`src/rtl/instr_fetch_unit.sv`:
```
// Instruction fetch front-end: owns the fetch PC, issues credit-limited word requests,
// buffers in-order responses with their PCs and flushes on redirect.
module instr_fetch_unit #(
  parameter int unsigned           ADDR_WIDTH  = 64,
  parameter int unsigned           INSTR_WIDTH = 32,
  parameter int unsigned           FIFO_DEPTH  = 4,
  parameter logic [ADDR_WIDTH-1:0] RESET_PC    = '0
) (
  input  logic                   clk,
  input  logic                   rst,
  output logic                   mem_req_valid,
  input  logic                   mem_req_ready,
  output logic [ADDR_WIDTH-1:0]  mem_req_addr,
  input  logic                   mem_resp_valid,
  input  logic [INSTR_WIDTH-1:0] mem_resp_data,
  input  logic                   redirect_valid,
  input  logic [ADDR_WIDTH-1:0]  redirect_addr,
  output logic                   out_valid,
  input  logic                   out_ready,
  output logic [INSTR_WIDTH-1:0] out_instr,
  output logic [ADDR_WIDTH-1:0]  out_pc
);

  localparam int unsigned PW = $clog2(FIFO_DEPTH);
  localparam int unsigned CW = PW + 1;
  localparam logic [CW:0] DEPTH_L = FIFO_DEPTH[CW:0];

  typedef enum logic [1:0] {
    BOOT,
    FETCH,
    DRAIN
  } state_t;

  state_t                 state, state_nxt;
  logic [ADDR_WIDTH-1:0]  fetch_pc, fetch_pc_nxt;
  logic [CW-1:0]          count, count_nxt;
  logic [CW-1:0]          inflight, inflight_nxt;
  logic [CW-1:0]          drop, drop_nxt;
  logic [CW-1:0]          stale;
  logic [CW:0]            credit_sum;

  logic [INSTR_WIDTH-1:0] fifo_instr [FIFO_DEPTH];
  logic [ADDR_WIDTH-1:0]  fifo_pc    [FIFO_DEPTH];
  logic [ADDR_WIDTH-1:0]  ifq_pc     [FIFO_DEPTH];
  logic [PW-1:0]          rd_ptr, wr_ptr, ifq_rd, ifq_wr;

  logic redirect, req_hs, pop, push;

  assign credit_sum    = {1'b0, count} + {1'b0, inflight};
  assign mem_req_valid = (state == FETCH) && (credit_sum < DEPTH_L);
  assign mem_req_addr  = fetch_pc;
  assign redirect      = redirect_valid && (state != BOOT);
  assign req_hs        = mem_req_valid && mem_req_ready;
  assign out_valid     = (count != '0);
  assign pop           = out_valid && out_ready;
  assign push          = mem_resp_valid && (state == FETCH) && !redirect;
  assign out_instr     = fifo_instr[rd_ptr];
  assign out_pc        = fifo_pc[rd_ptr];

  // drop is only non-zero in DRAIN and inflight only in FETCH, so one sum covers both states
  assign stale = drop + inflight + CW'(req_hs) - CW'(mem_resp_valid);

  always_comb begin
    state_nxt    = state;
    fetch_pc_nxt = fetch_pc;
    count_nxt    = count;
    inflight_nxt = inflight;
    drop_nxt     = drop;
    case (state)
      BOOT: state_nxt = FETCH;
      FETCH: begin
        if (req_hs) fetch_pc_nxt = fetch_pc + ADDR_WIDTH'(4);
        inflight_nxt = inflight + CW'(req_hs) - CW'(mem_resp_valid);
        count_nxt    = count + CW'(push) - CW'(pop);
      end
      DRAIN: begin
        drop_nxt  = stale;
        state_nxt = (stale == '0) ? FETCH : DRAIN;
      end
      default: state_nxt = BOOT;
    endcase
    if (redirect) begin
      fetch_pc_nxt = {redirect_addr[ADDR_WIDTH-1:2], 2'b00};
      count_nxt    = '0;
      inflight_nxt = '0;
      drop_nxt     = stale;
      state_nxt    = (stale == '0) ? FETCH : DRAIN;
    end
  end

  always_ff @(posedge clk or negedge rst) begin
    if (!rst) begin
      state    <= BOOT;
      fetch_pc <= RESET_PC;
      count    <= '0;
      inflight <= '0;
      drop     <= '0;
      rd_ptr   <= '0;
      wr_ptr   <= '0;
      ifq_rd   <= '0;
      ifq_wr   <= '0;
      for (int unsigned i = 0; i < FIFO_DEPTH; i++) begin
        fifo_instr[i] <= '0;
        fifo_pc[i]    <= '0;
        ifq_pc[i]     <= '0;
      end
    end else begin
      state    <= state_nxt;
      fetch_pc <= fetch_pc_nxt;
      count    <= count_nxt;
      inflight <= inflight_nxt;
      drop     <= drop_nxt;
      if (redirect) begin
        rd_ptr <= '0;
        wr_ptr <= '0;
        ifq_rd <= '0;
        ifq_wr <= '0;
      end else begin
        if (pop) rd_ptr <= rd_ptr + PW'(1);
        if (push) begin
          fifo_instr[wr_ptr] <= mem_resp_data;
          fifo_pc[wr_ptr]    <= ifq_pc[ifq_rd];
          wr_ptr             <= wr_ptr + PW'(1);
          ifq_rd             <= ifq_rd + PW'(1);
        end
        if (req_hs) begin
          ifq_pc[ifq_wr] <= fetch_pc;
          ifq_wr         <= ifq_wr + PW'(1);
        end
      end
    end
  end

endmodule

```
`config.mk`:
```
export PLATFORM = sky130hd
export DESIGN_NAME = instr_fetch_unit
export DESIGN_NICKNAME = d
export VERILOG_FILES = /design/src/rtl/instr_fetch_unit.sv
export SDC_FILE = /design/constraint.sdc
export NUM_CORES = 1
export LEC_CHECK = 0
export BUFFER_PORTS_ARGS = -buffer_cell sky130_fd_sc_hd__buf_2
export CORE_ASPECT_RATIO = 0.6
export CORE_MARGIN = 10
export CORE_UTILIZATION = 40
export CTS_CLUSTER_DIAMETER = 150
export DETAILED_ROUTE_END_ITERATION = 12
export SLEW_MARGIN = 25
export SYNTH_ARGS = -nofsm -noshare
export SYNTH_HDL_FRONTEND = slang
export SYNTH_SLANG_ARGS = --single-unit
```
`constraint.sdc`:
```
create_clock -name clk -period 3 [get_ports clk]
set_input_delay 0.6 -clock clk [delete_from_list [all_inputs] [get_ports clk]]
set_output_delay 0.6 -clock clk [all_outputs]
set_load 0.05 [all_outputs]
```
* Yosys cells after proc, flatten, opt, wreduce, memory -nomap -nowiden
Cells that the tools add are included.
** Storage, ports and cells
- Flip-flop bits (word level) :: 723
- Bits in latches :: 0
- Memory bits (writable) :: 0
- Bits in read-only memories :: 0
- Input bits :: 102
- Memories kept :: 0
** Cells by class
- Add/subtract/negate cells :: 13
- $mul :: 0
- Div/mod/pow operators :: 0
- Order comparisons :: 7
- Eq/ne operators :: 3
- Shifts and indexed selects :: 0
- Mux-type cells :: 38
- Bitwise gates (word level) :: 5
- Reduce and logical (&&, ||, !) cells :: 21
** Operator list (count)
- two-way mux 64 bit :: 9
- bitwise mux 256 bit :: 2
- binary-select mux 64 bit (select 2 bit) :: 2
- demux 64 bit (select 2 bit) :: 2
- bitwise mux 128 bit :: 1
- two-way mux 32 bit :: 3
- adder 64 x 3 -> 64 bit, second input constant :: 1
- binary-select mux 32 bit (select 2 bit) :: 1
- demux 32 bit (select 2 bit) :: 1
- two-way mux 2 bit :: 10
- two-way mux 3 bit :: 6
- >= comparator 3 bit, second input constant :: 4
- inverter 2 -> 3 bit :: 4
- nonzero test 2 bit :: 6
- adder 3 x 1 -> 3 bit :: 3
- subtractor 3 x 1 -> 3 bit :: 3
- adder 2 x 1 -> 2 bit, second input constant :: 4
- logical AND 1 bit :: 8
- < comparator 3 x 1 -> 1 bit, second input constant :: 2
- one-hot mux 2 bit (3 select lines) :: 1
- AND reduction 2 bit :: 3
- adder 3 x 3 -> 4 bit :: 1
- < comparator 4 x 3 -> 1 bit, second input constant :: 1
- adder 3 bit :: 1
- 8 further kinds :: 8

* Logic depth before layout (Yosys ltp)
Gate-level depths: netlist of the first run.
- Depth in word-level cells :: 10
- Mapped depth :: 13

* Worst setup path before layout of the first run
OpenSTA, ideal clock, no wires.
- Path kind :: register to register
- Start point :: register count[1]
- End point :: register state[0]
- Library setup time :: 0.077 ns
- Arrival :: 2.900 ns
- Data required time :: 2.923 ns
- Setup slack :: 0.022 ns
- Stages on the path, launching flop included :: 14
- Cells stage by stage :: dfrtp_1 ha_1 nand3_1 nand4_1 buf_2 inv_2 clkbuf_1 fa_1 fa_1 xnor3_1 xnor2_1 nor3_1 nand2_1 a21oi_1
** On the way
- Word-level cells in the longest chain between the ends :: 10
** RTL lines
- start, declared :: line 36 : logic [CW-1:0] count, count_nxt;
- start signal, assigned :: line 110 : count <= count_nxt;
- adder 3 x 3 -> 4 bit (*) :: line 49 : assign credit_sum = {1'b0, count} + {1'b0, inflight};
- < comparator 4 x 3 -> 1 bit (*) :: line 50 : assign mem_req_valid = (state == FETCH) && (credit_sum < DEPTH_L);
- logical AND 1 bit (*) :: line 50
- logical AND 1 bit (*) :: line 53 : assign req_hs = mem_req_valid && mem_req_ready;
- adder 3 x 1 -> 3 bit (*) :: line 61 : assign stale = drop + inflight + CW'(req_hs) - CW'(mem_resp_valid);
- subtractor 3 x 1 -> 3 bit (*) :: line 61
- zero test 3 bit (*) :: line 78, 87
- two-way mux 2 bit (*) :: line 78, 87
- one-hot mux 2 bit (3 select lines) :: line 69 : case (state)
- two-way mux 2 bit (*) :: line 82 : if (redirect) begin
- end signal, assigned :: line 108 : state <= state_nxt;
- end, declared :: line 34 : state_t state, state_nxt;
Mark *: on every way between the ends. The rest lies on a longest branch, timed or not.
A chain may end at the register's enable or synchronous reset.

* Worst setup path after layout of the first run
- Start point :: register rd_ptr[0]
- End point :: output out_pc[33]
** On the way
- Word-level cells in the longest chain between the ends :: 4
** RTL lines
- start, declared :: line 45 : logic [PW-1:0] rd_ptr, wr_ptr, ifq_rd, ifq_wr;
- start signal, assigned :: line 119 : if (pop) rd_ptr <= rd_ptr + PW'(1);
- inverter 2 -> 3 bit (implied by the code) :: line 58 : assign out_pc = fifo_pc[rd_ptr];
- binary-select mux 64 bit (select 2 bit) :: line 58
- two-way mux 64 bit (implied by the code) (2 in series) :: line 58
- end, declared :: line 21 : output logic [ADDR_WIDTH-1:0] out_pc
No other way between the ends. The select of a mux whose other input is x is not followed.

==> out/results.tsv, run 1 <==
stage	metric	value	unit
grt	grt_usage	18.19	%
detailed_routing	vias	19240	
power_and_ir_drop	vdd_ir_drop_max	428.4	uV
floorplanning	fp.coreArea	0.07789	sq mm
grt	grt_max_degree	75	
final_layout	nets	2502	
timing	holdWs	0.2022	ns
floorplanning	ios	264	
timing	period_minus_slack	2.941	ns
final_layout	syn2layout_area_growth	18.43	%
detailed_routing	first_pass_iters	6	
floorplanning	die_h	237.7	um
timing	max_freq	0.3400	GHz
synth	synth_edf_count	0	
clock_tree	cts-root-buf	clkbuf_16	
setup_path	arrival	2.34	ns
setup_path	crit_buf_inv	3	
detailed_routing	drt_iter0_markers	1440	
power_and_ir_drop	power.total	43.12	mW
floorplanning	fp-row-count	79	
clock_tree	tritoncts	yes	
setup_path	r2r-start	count[2]	
placed_design	portBuffers	257	
synth	synth_ff_type	dfrtp_1	
timing	finalHoldViolCount	0	
clock_tree	path_clk_slew	0.06	ns
synth	ys_ff_latch	705	
grt	antenna_found_initial	3	
final_layout	antenna-diode-count	0	
synth	yosys_warnings	0	
clock_tree	cts.sinks	705	
setup_path	max_stage_delay	0.61	ns
placed_design	place_hpwl	56.06	mm
grt	grt-ovfl-total	0	
timing	post-route-period-util	98.05	%
outcome	outcome	completed	
detailed_routing	drt_wl_total	83.72	mm
synth	synth_cell_types	49	
synth	syn_area_per_cell	14.95	sq um
floorplanning	die_area	0.09103	sq mm
timing	rsz0062_at_grt	yes	
detailed_routing	avgRoutedWirePerCell	24.01	um
setup_path	cp_max_fo	14	
floorplanning	initial_core_util	40.58	%
grt	grt_pass1_wl	129.1	mm
detailed_routing	final_antenna_net_count	0	
hold_path	min_from	redirect_addr[17]	
timing	setup_viol	0	
setup_path	crit_chain	buf_4 > buf_12 > mux4_2 > buf_6	
setup_path	worstSetupPathType	reg2out	
job	drv_cap	0	
clock_tree	cts_buffer_depth	3	
clock_tree	htreeDepth	3	
timing	slew_viol_final	0	
setup_path	worstSetupStartpointType	register	
grt	grt_pass1_vias	20890	
clock_tree	clock_latency	0.62	ns
synth	yosysSeqAreaShare	55.82	%
synth	synthArstFlopShare	100.0	%
setup_path	cp_top_family	multiplexers	
timing	tightest_slew	0.9584	ns
power_and_ir_drop	power_density	1152	mW/mm^2
power_and_ir_drop	leakagePower	17.35	nW
final_layout	fin_cells	3487	
detailed_routing	viasPerCell	5.518	
setup_path	crit_slowest_cell	mux4_2	
timing	max_slew_margin	35.87	%
setup_path	required	2.40	ns
synth	netlist_instances	2114	
clock_tree	cts_inserted_buffers	71	
hold_path	hold_path_class	in2reg	
floorplanning	die_x	382.9	um
detailed_routing	drc_errors	0	
final_layout	drive_gt1_share	51.85	%
placed_design	place_inst	3353	
timing	finClkSkew	0.01358	ns
synth	synth.cell_area	0.03161	sq mm
setup_path	startpoint	rd_ptr[0]	
setup_path	endpoint_kind	primary output	
placed_design	gp_congestion	0.8108	
-- layer usage --
metal  vias up  track usage, %  routed length [um]
li1       8352               -                   -
met4         0           4.376                1581
met1     10380           25.12               38200
met3       101           4.163                4689
met5         -               0                   0
met2       415           28.98               39260
-- power by group --
part	total (mW)	leakage [nW]	switching, mW	internal [mW]
clock	9.43	1.21	3.79	5.63
sequential	15.4	9.17	2.54	12.9
combinational	18.3	6.97	11.0	7.31
-- cell usage after synthesis, drive strengths merged, types with 4 or more instances --
cell type | n | area share (%)
a21oi | 8 | 0.13
a31oi | 40 | 0.79
and2 | 5 | 0.099
and3 | 12 | 0.24
buf | 33 | 0.52
clkbuf | 127 | 1.5
dfrtp | 705 | 56
fa | 4 | 0.25
ha | 17 | 0.67
inv | 29 | 0.34
mux2 | 627 | 22
mux4 | 156 | 11
nand2 | 69 | 0.82
nand3 | 22 | 0.35
nand3b | 4 | 0.095
nand4 | 18 | 0.36
nor2 | 58 | 0.69
nor2b | 4 | 0.079
nor3 | 11 | 0.17
nor4 | 10 | 0.22
o21ai | 49 | 0.78
o22ai | 4 | 0.079
o31ai | 17 | 0.40
or3 | 17 | 0.34
or4 | 17 | 0.40
xnor2 | 21 | 0.58
xor2 | 7 | 0.19
-- final timing paths --
kind	end	slack (ns)	cells after the start
max	out_pc[33]	0.06	4
min	mem_req_addr[17]	0.20	3
max reg2reg	mem_req_addr[44]	0.12	10
min reg2reg	drop[2]	0.49	1
max in group asynchronous	ifq_pc[153]	1.35	3
min in group asynchronous	fifo_instr[109]	0.58	2
-- stage by stage --
step / cell area, sq um / util (%) / setup TNS, ns / setup WS (ns)
after floorplan: 31620 / - / 0 / 0.02247
after global placement: 34800 / 44.67 / 0 / 0.1185
after detailed placement: 34800 / 44.67 / 0 / 0.1274
after CTS: 37370 / 47.98 / -0.03779 / -0.01883
after global routing: 37430 / 48.06 / -0.2882 / -0.03189
final: 37430 / 48.06 / 0 / 0.05856
-- placed cells by master (no fill, tap or decap), types with 8 or more instances in the layout --
master / count
and3_1: 12
a31oi_1: 40
clkbuf_8: 15
o31ai_1: 17
nand4_1: 18
nor4_1: 9
buf_4: 52
ha_1: 17
buf_12: 38
dfrtp_1: 701
buf_2: 239
nor3_1: 10
o21ai_0: 48
a21oi_1: 8
mux2_2: 627
nand2_4: 8
or4_1: 17
bufinv_16: 9
or3_1: 17
clkbuf_1: 17
buf_6: 16
inv_1: 28
nand2_1: 61
clkinv_2: 9
nor2_1: 58
xnor2_1: 21
clkbuf_16: 73
mux4_2: 156
nand3_1: 22
-- registers in the layout, summed over array words and instances (netlist names) --
signal        flops
count             3
drop              3
fifo_instr      128
fifo_pc         248
ifq_pc          248
ifq_rd            2
ifq_wr            2
inflight          3
mem_req_addr     62
rd_ptr            2
state             2
wr_ptr            2
-- tightest hold or removal path: cells and delay by family --
kind | cells | cell delay (ns)
buf+inv | 1 | 0.08
compound gates | 1 | 0.06
simple gates | 1 | 0.04
-- timing repair --
item                       CTS  global route
gates resized for setup     22            15
hold buffers                 1             0
setup buffers                4             1
hold endpoints to repair     8             0
pin swaps                    0             1
setup endpoints to repair   84            29
-- layout make-up --
type                            instances  area [sq um]
Clock inverter                         23         359.1
Clock buffer                          105          2097
Fill cell                            6692         40460
Timing Repair Buffer                  349          2587
Multi-Input combinational cell       1223         13310
Sequential cell                       705         17660
Tap cell                             1053          1318
Inverter                               29         108.9
-- logic make-up (layout without fill, tap and decap cells) --
family                   after synthesis  in the layout  share of synthesized area (%)
multiplexers                         783            783                          33.45
other                                  1              4                        0.01186
XOR/XNOR                              29             29                         0.8472
flip-flops                           705            705                          55.82
buffers and inverters                189            506                          2.383
AND/OR/NAND/NOR                      258            258                          4.133
AO/OA/AOI/OAI                        128            128                          2.427
adder cells (fa/ha/maj)               21             21                         0.9263
No activity file was read; power rests on OpenSTA's default activity.
==> run 2, diff against run 1 <==
--- a/config.mk
+++ b/config.mk
@@ -12,5 +12,5 @@
 export CTS_CLUSTER_DIAMETER = 150
 export DETAILED_ROUTE_END_ITERATION = 12
-export SLEW_MARGIN = 25
+export SLEW_MARGIN = 10
 export SYNTH_ARGS = -nofsm -noshare
 export SYNTH_HDL_FRONTEND = slang
==> constraint.sdc (replaced) <==
create_clock -name clk -period 3 [get_ports clk]
set_input_delay 0.3 -clock clk [delete_from_list [all_inputs] [get_ports clk]]
set_output_delay 0.3 -clock clk [all_outputs]
set_load 0.05 [all_outputs]
==> run 2 against run 1 <==
  * Count of clock-buffer cells in the layout shrank 2
  * Critical path type unchanged
  * Utilization grew 0.63 points
  * Register-to-register slack gained 0.11 ns
  * Global-route usage grew 0.054 points
  * Maximum frequency grew 4.6%
  * Sequential power is essentially flat
==> out/results.tsv, run 2 (synthesis gave the netlist of run 1 again) <==
stage	metric	value	unit	change
timing	setup_viol	0		unchanged
detailed_routing	drt_wl_total	83.34	mm	-0.46%
outcome	outcome	completed		
clock_tree	path_clk_slew	0.06	ns	about the same
power_and_ir_drop	power_density	1115	mW/mm^2	-3.2%
final_layout	final_common_cell	dfrtp_1		
power_and_ir_drop	leakagePower	17.56	nW	+1.2%
detailed_routing	first_pass_iters	5		-1
final_layout	fillCellCount	6670		-0.33%
final_layout	multiInputGateArea	0.01330	sq mm	about the same
setup_path	endpoint_kind	primary output		
clock_tree	tritoncts	yes		
hold_path	hold_path_class	in2reg		
timing	tightest_slew	0.8674	ns	-0.09098 ns
final_layout	fin_cells	3572		+2.4%
grt	grt_pass1_vias	21370		+2.3%
detailed_routing	vias	19620		+1.9%
detailed_routing	drt_iter0_markers	1259		-13%
floorplanning	fp.coreArea	0.07789	sq mm	unchanged
floorplanning	die_h	237.7	um	unchanged
floorplanning	fp-row-count	79		unchanged
timing	finClkSkew	0.02124	ns	+0.007661 ns
floorplanning	ios	264		unchanged
setup_path	required	2.70	ns	+0.30 ns
timing	period_minus_slack	2.811	ns	-0.1307 ns
clock_tree	htreeDepth	3		unchanged
final_layout	syn2layout_area_growth	19.98	%	
setup_path	worstSetupPathType	reg2out		
clock_tree	cts_inserted_buffers	71		unchanged
final_layout	drive_gt1_share	49.90	%	-1.9 points
power_and_ir_drop	vdd_ir_drop_max	473.5	uV	+11%
placed_design	gp_congestion	0.8051		-0.70%
grt	gr-usage-met2	28.83	%	-0.15 points
grt	grt-ovfl-total	0		unchanged
grt	use_met1	25.34	%	+0.22 points
setup_path	arrival	2.51	ns	+0.17 ns
grt	antenna_found_initial	3		unchanged
final_layout	fin_area	0.03792	sq mm	+1.3%
grt	met3_usage	3.605	%	-0.56 points
timing	max_freq	0.3558	GHz	+4.6%
clock_tree	cts-root-buf	clkbuf_16		
timing	max_slew_margin	42.17	%	+6.3 points
floorplanning	die_area	0.09103	sq mm	unchanged
floorplanning	initial_core_util	40.58	%	unchanged
grt	grt_usage	18.24	%	+0.054 points
setup_path	worstSetupStartpointType	register		
placed_design	place_inst	3354		+0.030%
placed_design	placed_cell_area	0.03467	sq mm	-0.37%
placed_design	portBuffers	257		unchanged
detailed_routing	final_antenna_net_count	0		unchanged
power_and_ir_drop	power.total	42.27	mW	-2.0%
clock_tree	cts_buffer_depth	3		unchanged
timing	slew_viol_final	0		unchanged
grt	top_usage_layer	met2		
timing	rsz0062_at_grt	no		
timing	post-route-period-util	93.69	%	-4.4 points
floorplanning	die_x	382.9	um	unchanged
timing	fin_tns_setup	0	ns	unchanged
detailed_routing	viasPerCell	5.492		-0.49%
final_layout	largestRegisters	fifo_pc (248), ifq_pc (248), fifo_instr (128)		
clock_tree	clock_latency	0.62	ns	about the same
setup_path	cp_max_fo	13		-1
detailed_routing	avgRoutedWirePerCell	23.33	um	-2.8%
final_layout	layout.area.seq	0.01766	sq mm	unchanged
final_layout	utilization	48.69	%	+0.63 points
placed_design	place_hpwl	54.81	mm	-2.2%
grt	grt_pass1_wl	129.8	mm	+0.59%
clock_tree	cts.sinks	705		unchanged
final_layout	nets	2591		+3.6%
detailed_routing	drc_errors	0		unchanged
job	drv_cap	0		unchanged
final_layout	final_cell_mix	dfrtp_1 (701), mux2_2 (627), buf_2 (256)		
timing	finalHoldViolCount	0		unchanged
grt	grt_max_degree	91		+21%
## run 2: power breakdown
part | internal [mW] | switching [mW] | total [mW]
Sequential | 12.9 | 2.58 | 15.5
Clock | 5.18 | 3.75 | 8.93
Combinational | 7.09 | 10.8 | 17.9
## run 2: final cells by class
class                      count  share of cell area [%]
sequential                   705                   46.56
multi-input combinational   1223                   35.07
timing repair buffer         438                   8.499
clock buffer                 103                   5.507
tap                         1053                   3.474
clock inverter                19                  0.5840
inverter                      29                  0.2871
antenna                        2                 0.01320
## run 2: metal layers
layer / part of all wire, % / up-vias
li1: - / 8540
met1: 46 / 10520
met2: 47 / 436
met3: 4.6 / 125
met4: 2.5 / 0
met5: 0 / -
## run 2: repair_timing
item                                    CTS  global route
hold buffers                             92             0
resized for setup                         0             1
endpoints found under the setup margin    0             5
endpoints found under the hold margin   255             0
buffers inserted                          0             2
## run 2: critical path, cell delays in order (launching register included)
cell and delay (ns):
dfrtp_4 0.59, buf_4 0.38, mux4_2 0.64, buf_2 0.25
## run 2: worst paths after layout
check,start,endpoint,slack (ns),cells past startpoint
hold / removal,redirect_addr[8],mem_req_addr[8],0.03,2
max in group asynchronous,rst,ifq_pc[70],1.61,3
setup reg to reg,count[2],inflight[2],0.23,12
min in group asynchronous,rst,fifo_instr[108],0.35,2
setup / recovery,rd_ptr[0],out_pc[32],0.19,3
hold reg to reg,drop[2],drop[2],0.49,1
## run 2: through the flow
step / hold WS (ns) / setup WS, ns
2_1_floorplan: 0.004409 / 0.02247
3_3_place_gp: 0.4186 / 0.06101
3_5_place_dp: 0.4106 / 0.1267
4_1_cts: 0.002928 / 0.09296
5_1_grt: 0.02110 / 0.004555
6_report: 0.03370 / 0.1892
